$ cat config.mk
export PLATFORM = sky130hd
export DESIGN_NAME = mvt_out_stream_arbiter
export DESIGN_NICKNAME = d
export VERILOG_FILES = /design/src/rtl/mvt_out_stream_arbiter.sv
export SDC_FILE = /design/constraint.sdc
export NUM_CORES = 1
export LEC_CHECK = 0
export BUFFER_PORTS_ARGS = -buffer_cell sky130_fd_sc_hd__clkbuf_2
export CAP_MARGIN = 20
export CORE_ASPECT_RATIO = 0.6
export CORE_MARGIN = 4
export CORE_UTILIZATION = 25
export CTS_BUF_LIST = sky130_fd_sc_hd__clkbuf_4
export DETAILED_ROUTE_END_ITERATION = 10
export GPL_TIMING_DRIVEN = 0
export PLACE_DENSITY_LB_ADDON = 0.05
export SYNTH_ARGS = -nofsm -noshare
export SYNTH_HDL_FRONTEND = slang
export SYNTH_SLANG_ARGS = --single-unit
$ cat constraint.sdc
create_clock -name ap_clk -period 4.3 [get_ports ap_clk]
set_input_delay 0.43 -clock ap_clk [delete_from_list [all_inputs] [get_ports ap_clk]]
set_output_delay 0.43 -clock ap_clk [all_outputs]
set_load 0.005 [all_outputs]
$ cat src/rtl/mvt_out_stream_arbiter.sv
// mvt_out_stream_arbiter
// Merges the two HLS ap_fifo result streams (x1_out -> channel 0, x2_out -> channel 1)
// onto a narrow serial debug port. Each channel has a small FIFO. A round-robin scheduler
// picks which FIFO to drain. Each word goes out as one frame: a header nibble
// {1, zeros, ch} followed by DATA_W/OUT_W data nibbles, MSB first.
//
// Ports
//   ap_clk, ap_rst          clock, synchronous active-high reset
//   x1_out_din/_write       channel 0 write data / strobe
//   x1_out_full_n           channel 0 FIFO not full (low during reset)
//   x2_out_din/_write       channel 1 write data / strobe
//   x2_out_full_n           channel 1 FIFO not full (low during reset)
//   data_out, data_valid    registered frame nibble and its valid flag
//   probe_out               registered pulse aligned with the last nibble of a frame
module mvt_out_stream_arbiter #(
    parameter int unsigned DATA_W = 32,
    parameter int unsigned OUT_W  = 4,
    parameter int unsigned DEPTH  = 4
) (
    input  logic              ap_clk,
    input  logic              ap_rst,
    input  logic [DATA_W-1:0] x1_out_din,
    input  logic              x1_out_write,
    output logic              x1_out_full_n,
    input  logic [DATA_W-1:0] x2_out_din,
    input  logic              x2_out_write,
    output logic              x2_out_full_n,
    output logic [OUT_W-1:0]  data_out,
    output logic              data_valid,
    output logic              probe_out
);

    localparam int unsigned N      = DATA_W / OUT_W;
    localparam int unsigned PTR_W  = $clog2(DEPTH);
    localparam int unsigned CNT_W  = $clog2(DEPTH + 1);
    localparam int unsigned BEAT_W = $clog2(N + 1);

    localparam logic [1:0] ST_IDLE = 2'd0;
    localparam logic [1:0] ST_HDR  = 2'd1;
    localparam logic [1:0] ST_DATA = 2'd2;

    // FIFO storage and bookkeeping, index 0 = x1_out, index 1 = x2_out
    logic [DATA_W-1:0] mem_q    [2][DEPTH];
    logic [DATA_W-1:0] din      [2];
    logic [PTR_W-1:0]  wr_ptr_q [2];
    logic [PTR_W-1:0]  wr_ptr_d [2];
    logic [PTR_W-1:0]  rd_ptr_q [2];
    logic [PTR_W-1:0]  rd_ptr_d [2];
    logic [CNT_W-1:0]  count_q  [2];
    logic [CNT_W-1:0]  count_d  [2];
    logic [1:0]        full_n_q, full_n_d;
    logic [1:0]        push, pop, pending;

    // Scheduler / framer state
    logic [1:0]        state_q, state_d;
    logic [DATA_W-1:0] sh_q, sh_d;
    logic [BEAT_W-1:0] cnt_q, cnt_d;
    logic              cur_ch_q, cur_ch_d;
    logic              last_grant_q, last_grant_d;
    logic [OUT_W-1:0]  data_out_q, data_out_d;
    logic              data_valid_q, data_valid_d;
    logic              probe_q, probe_d;
    logic              grant_ch;
    logic              take;
    logic [OUT_W-1:0]  hdr_nib;

    assign din[0] = x1_out_din;
    assign din[1] = x2_out_din;

    // full_n is registered, so a write is accepted exactly when the producer sees full_n=1
    assign push = {x2_out_write & full_n_q[1], x1_out_write & full_n_q[0]};

    always_comb begin
        for (int c = 0; c < 2; c++) begin
            pending[c] = (count_q[c] != '0);
        end
    end

    // Round-robin: on a tie, the channel that did not win last time goes next
    always_comb begin
        if (pending[0] && pending[1]) begin
            grant_ch = ~last_grant_q;
        end else begin
            grant_ch = pending[1];
        end
    end

    always_comb begin
        hdr_nib            = '0;
        hdr_nib[OUT_W-1]   = 1'b1;
        hdr_nib[0]         = cur_ch_q;
    end

    always_comb begin
        state_d      = state_q;
        sh_d         = sh_q;
        cnt_d        = cnt_q;
        cur_ch_d     = cur_ch_q;
        last_grant_d = last_grant_q;
        data_out_d   = '0;
        data_valid_d = 1'b0;
        probe_d      = 1'b0;
        pop          = '0;
        take         = 1'b0;

        case (state_q)
            ST_IDLE: begin
                if (pending != '0) begin
                    take = 1'b1;
                end
            end
            ST_HDR: begin
                data_out_d   = hdr_nib;
                data_valid_d = 1'b1;
                cnt_d        = '0;
                state_d      = ST_DATA;
            end
            ST_DATA: begin
                data_out_d   = sh_q[DATA_W-1 -: OUT_W];
                data_valid_d = 1'b1;
                sh_d         = sh_q << OUT_W;
                cnt_d        = cnt_q + BEAT_W'(1);
                if (cnt_q == BEAT_W'(N - 1)) begin
                    probe_d = 1'b1;
                    // Chain straight into the next header when work is waiting
                    if (pending != '0) begin
                        take = 1'b1;
                    end else begin
                        state_d = ST_IDLE;
                    end
                end
            end
            default: state_d = ST_IDLE;
        endcase

        if (take) begin
            pop[grant_ch] = 1'b1;
            sh_d          = mem_q[grant_ch][rd_ptr_q[grant_ch]];
            cur_ch_d      = grant_ch;
            last_grant_d  = grant_ch;
            state_d       = ST_HDR;
        end
    end

    always_comb begin
        for (int c = 0; c < 2; c++) begin
            wr_ptr_d[c] = wr_ptr_q[c] + PTR_W'(push[c]);
            rd_ptr_d[c] = rd_ptr_q[c] + PTR_W'(pop[c]);
            count_d[c]  = count_q[c] + CNT_W'(push[c]) - CNT_W'(pop[c]);
            full_n_d[c] = (count_d[c] != CNT_W'(DEPTH));
        end
    end

    always_ff @(posedge ap_clk) begin
        if (ap_rst) begin
            for (int c = 0; c < 2; c++) begin
                wr_ptr_q[c] <= '0;
                rd_ptr_q[c] <= '0;
                count_q[c]  <= '0;
            end
            full_n_q     <= '0;
            state_q      <= ST_IDLE;
            sh_q         <= '0;
            cnt_q        <= '0;
            cur_ch_q     <= 1'b0;
            last_grant_q <= 1'b1;
            data_out_q   <= '0;
            data_valid_q <= 1'b0;
            probe_q      <= 1'b0;
        end else begin
            for (int c = 0; c < 2; c++) begin
                wr_ptr_q[c] <= wr_ptr_d[c];
                rd_ptr_q[c] <= rd_ptr_d[c];
                count_q[c]  <= count_d[c];
            end
            full_n_q     <= full_n_d;
            state_q      <= state_d;
            sh_q         <= sh_d;
            cnt_q        <= cnt_d;
            cur_ch_q     <= cur_ch_d;
            last_grant_q <= last_grant_d;
            data_out_q   <= data_out_d;
            data_valid_q <= data_valid_d;
            probe_q      <= probe_d;
        end
    end

    // Storage needs no reset: pointers and counts are cleared instead
    always_ff @(posedge ap_clk) begin
        for (int c = 0; c < 2; c++) begin
            if (push[c]) begin
                mem_q[c][wr_ptr_q[c]] <= din[c];
            end
        end
    end

    assign x1_out_full_n = full_n_q[0];
    assign x2_out_full_n = full_n_q[1];
    assign data_out      = data_out_q;
    assign data_valid    = data_valid_q;
    assign probe_out     = probe_q;

endmodule

==> impl_results.md <==
* Fin. Hold Viols at 0
* Syn_area_per_cell at between 10 and 15 µm²
* Post-CTS Resized at 0
* Area of the mapped netlist at 12800 µm²
* Finish-stage setup viols at 0
* 1st-pass router iterations at 6
* Worst slew margin at 0.325
* Routed WL at between 40000 and 50000 µm
* Peak supply drop at about 0.24 mV
* DR WL/cell at about 21 µm
* Max Cap Viol at 0
* Area of the multi-input gates at roughly 3600 µm²
* Vias in the first global route at ~8400
* Most frequent cells after synthesis: 256 x edfxtp_1, 81 x nand2_1, 77 x mux2i_1
* Clk root buf: clkbuf_4
* Fin Setup TNS at 0 ps
* Nets at 1244
* Layout overhead on the synthesized area at 26.5%
* Area fraction of the dominant cell type after synthesis at 0.601
* WS Path Type: flip-flop to flip-flop
* CTS buffer count at 84
* Max Slew Vio Count at 0
* First-pass GRT wire length at approximately 59000 µm
* Die H at ~180 µm
* Fraction of layout instances using a drive strength above 1 at 0.237
* Die area at around 55000 µm²
* Worst-path clk slew at around 70 ps
* Power Dens Cells at roughly 660 nW/µm²
* Top_reg_cell synth: edfxtp_1
* Clk_lat worst skew at about 770 ps
* Final WS setup at approximately 860 ps
* Netlist cell types at 53
* H-tree lvl count at 3
* Antenna-violating nets left at 0
* Total track usage at 0.150
* Post-Syn Instances at just over 900
* Initial antenna violation count at 1
* Worst slack at placement at 871 ps
* CTS Sinks at roughly 320
* Crit. End Element: flip-flop
* Post-synth EDFFs at 256
* Final GP Congestion at approximately 0.8
* FF+latch count, synth at 318
* Synth warn at 0
* Crit path time final at 3440 ps
* # rows at between 60 and 70
* Gr ovfl total at 0
* Max Fclk at between 0.2 and 0.3 GHz
* Status: complete, no violations
* Post-CTS Setup Repair Bufs at 0
* Net Count, Synth at 992
* Actual slew at the worst max-slew pin at 1010 ps
* # hold bufs at CTS at 64
* Sequential-to-total area share from yosys stat at 0.698
* TritonCTS clock tree: built
* Final period utilization at 0.801
* Filler cell count at just over 5000
* Vias post-DR at approximately 8300
* Io pins at 76
* Clk buf depth at 3
* Initial DRC count at about 460
* Area occupied by registers at a little under 9000 µm²
* Largest net degree at the start of global routing at 23
* Async SR Flop Fraction at 0
* Initial core utilization at 0.256
* Detailed Place HPWL at 29600 µm
* Chip width at 300 µm
* Hold Path Class: primary input to flip-flop
* Cells taking the most area after synthesis: edfxtp_1 60%, dfxtp_1 9.7%, mux2i_1 6.0%
* Core Region at about 50000 µm²
* Final clock skew at roughly 45 ps
* Vias per cell at ~4.3
* Crit path DAT at around 4100 ps
* RSZ-0062 raised after global routing: no
* Required time worst endpoint at roughly 4900 ps
* Cell with the most instances after synthesis: edfxtp_1
* Crit path max fanout at 10
* I/O Buffers at 75
* Residual DRC at 0
* Lkg Pwr at ~5.5 nW
* Final Power at ~11 mW
* Post-synth top area cell: edfxtp_1
* Startpoint types: flip-flop
-- cells by family after synthesis --
kind of cell	after synthesis	share of synthesized area
muxes	82	0.0647
adders and majority gates	10	0.0110
DFF	318	0.698
and+or+nand+nor	258	0.104
buffers and inverters	65	0.0220
xor gates and xnor gates	10	0.00685
AOI/OAI and AO/OA	171	0.0936
-- worst paths after layout --
| check | start | slack [ps] | cells after the start | to |
|---|---|---|---|---|
| hold / removal | ap_rst | 230 | 3 | sh_q[10]$_SDFFE_PP0P_ |
| hold reg to reg | cur_ch_q$_SDFFE_PP0P_ | 470 | 2 | cur_ch_q$_SDFFE_PP0P_ |
| setup / recovery | count_q[0][2]$_SDFF_PP0_ | 860 | 13 | full_n_q[1]$_SDFF_PP0_ |
| setup reg to reg | count_q[0][2]$_SDFF_PP0_ | 860 | 13 | full_n_q[1]$_SDFF_PP0_ |
-- routing by layer --
| layer | vias up | wire length (µm) | global-route usage |
|---|---|---|---|
| li1 | 4011 | - | - |
| met5 | - | 0 | 0 |
| met1 | 4068 | 22600 | 0.240 |
| met2 | 175 | 15700 | 0.198 |
| met4 | 0 | 677 | 0.0387 |
| met3 | 71 | 1940 | 0.0331 |
-- layout by cell type (no fill, tap or decap), drive strengths merged, types with 3 or more instances in the layout --
master         n
a32o          15
dlygate4sd3   64
nor3           9
nand3         32
dfxtp         62
inv            8
buf           55
clkinvlp       3
nor2b         66
a311oi        13
xnor2          6
edfxtp       256
mux2i         77
xor2           4
mux2           5
and3           3
or2           14
a22o           4
or3            4
ha             8
clkinv        12
clkbuf       239
nor3b          7
a211oi        60
o21ai         33
nor2          35
nand2         81
a21oi         37
-- metrics by stage --
| stage | cells | hold WS [ps] | cell area [µm²] | util |
|---|---|---|---|---|
| after global placement | 1671 | 451 | 14000 | 0.280 |
| after detailed placement | 1698 | 455 | 14400 | 0.288 |
| after global routing | 1916 | 197 | 16200 | 0.324 |
| final | 1916 | 235 | 16200 | 0.324 |
| after CTS | 1914 | 157 | 16200 | 0.323 |
| after floorplan | 914 | 434 | 12800 | - |
-- power breakdown --
group | internal [mW] | switching (mW) | leakage (nW)
combinational | 1.31 | 2.56 | 2.02
clock | 1.54 | 1.30 | 0.676
sequential | 3.72 | 0.202 | 2.83
total | 6.57 | 4.06 | 5.53
-- registers in the layout, indices dropped and copies added, names as in the netlist --
register and flops:
mem_q 256, sh_q 32, count_q 6, cnt_q 4, data_out 4, rd_ptr_q 4
wr_ptr_q 4, full_n_q 2, state_q 2, cur_ch_q 1, data_valid 1, last_grant_q 1
probe_out 1
-- layout make-up --
| cell class | count | share of cell area |
|---|---|---|
| tap | 682 | 0.0528 |
| antenna | 2 | 0.000309 |
| multi-input combinational | 531 | 0.223 |
| buffer | 57 | 0.0156 |
| timing repair buffer | 166 | 0.0834 |
| clock inverter | 17 | 0.00805 |
| sequential | 318 | 0.552 |
| clock buffer | 135 | 0.0627 |
| inverter | 8 | 0.00186 |
-- critical path, cell delays in order, from the launching register on --
cell	delay (ps)
dfxtp_1	370
o31a_1	370
nor2_1	270
buf_2	430
buf_2	380
nand2_1	210
nand2_1	120
nand2_1	60
ha_1	190
fa_1	380
xnor2_1	150
xnor2_1	160
nor3_1	150
nor2_1	50
(Power assumes the default switching activity.)
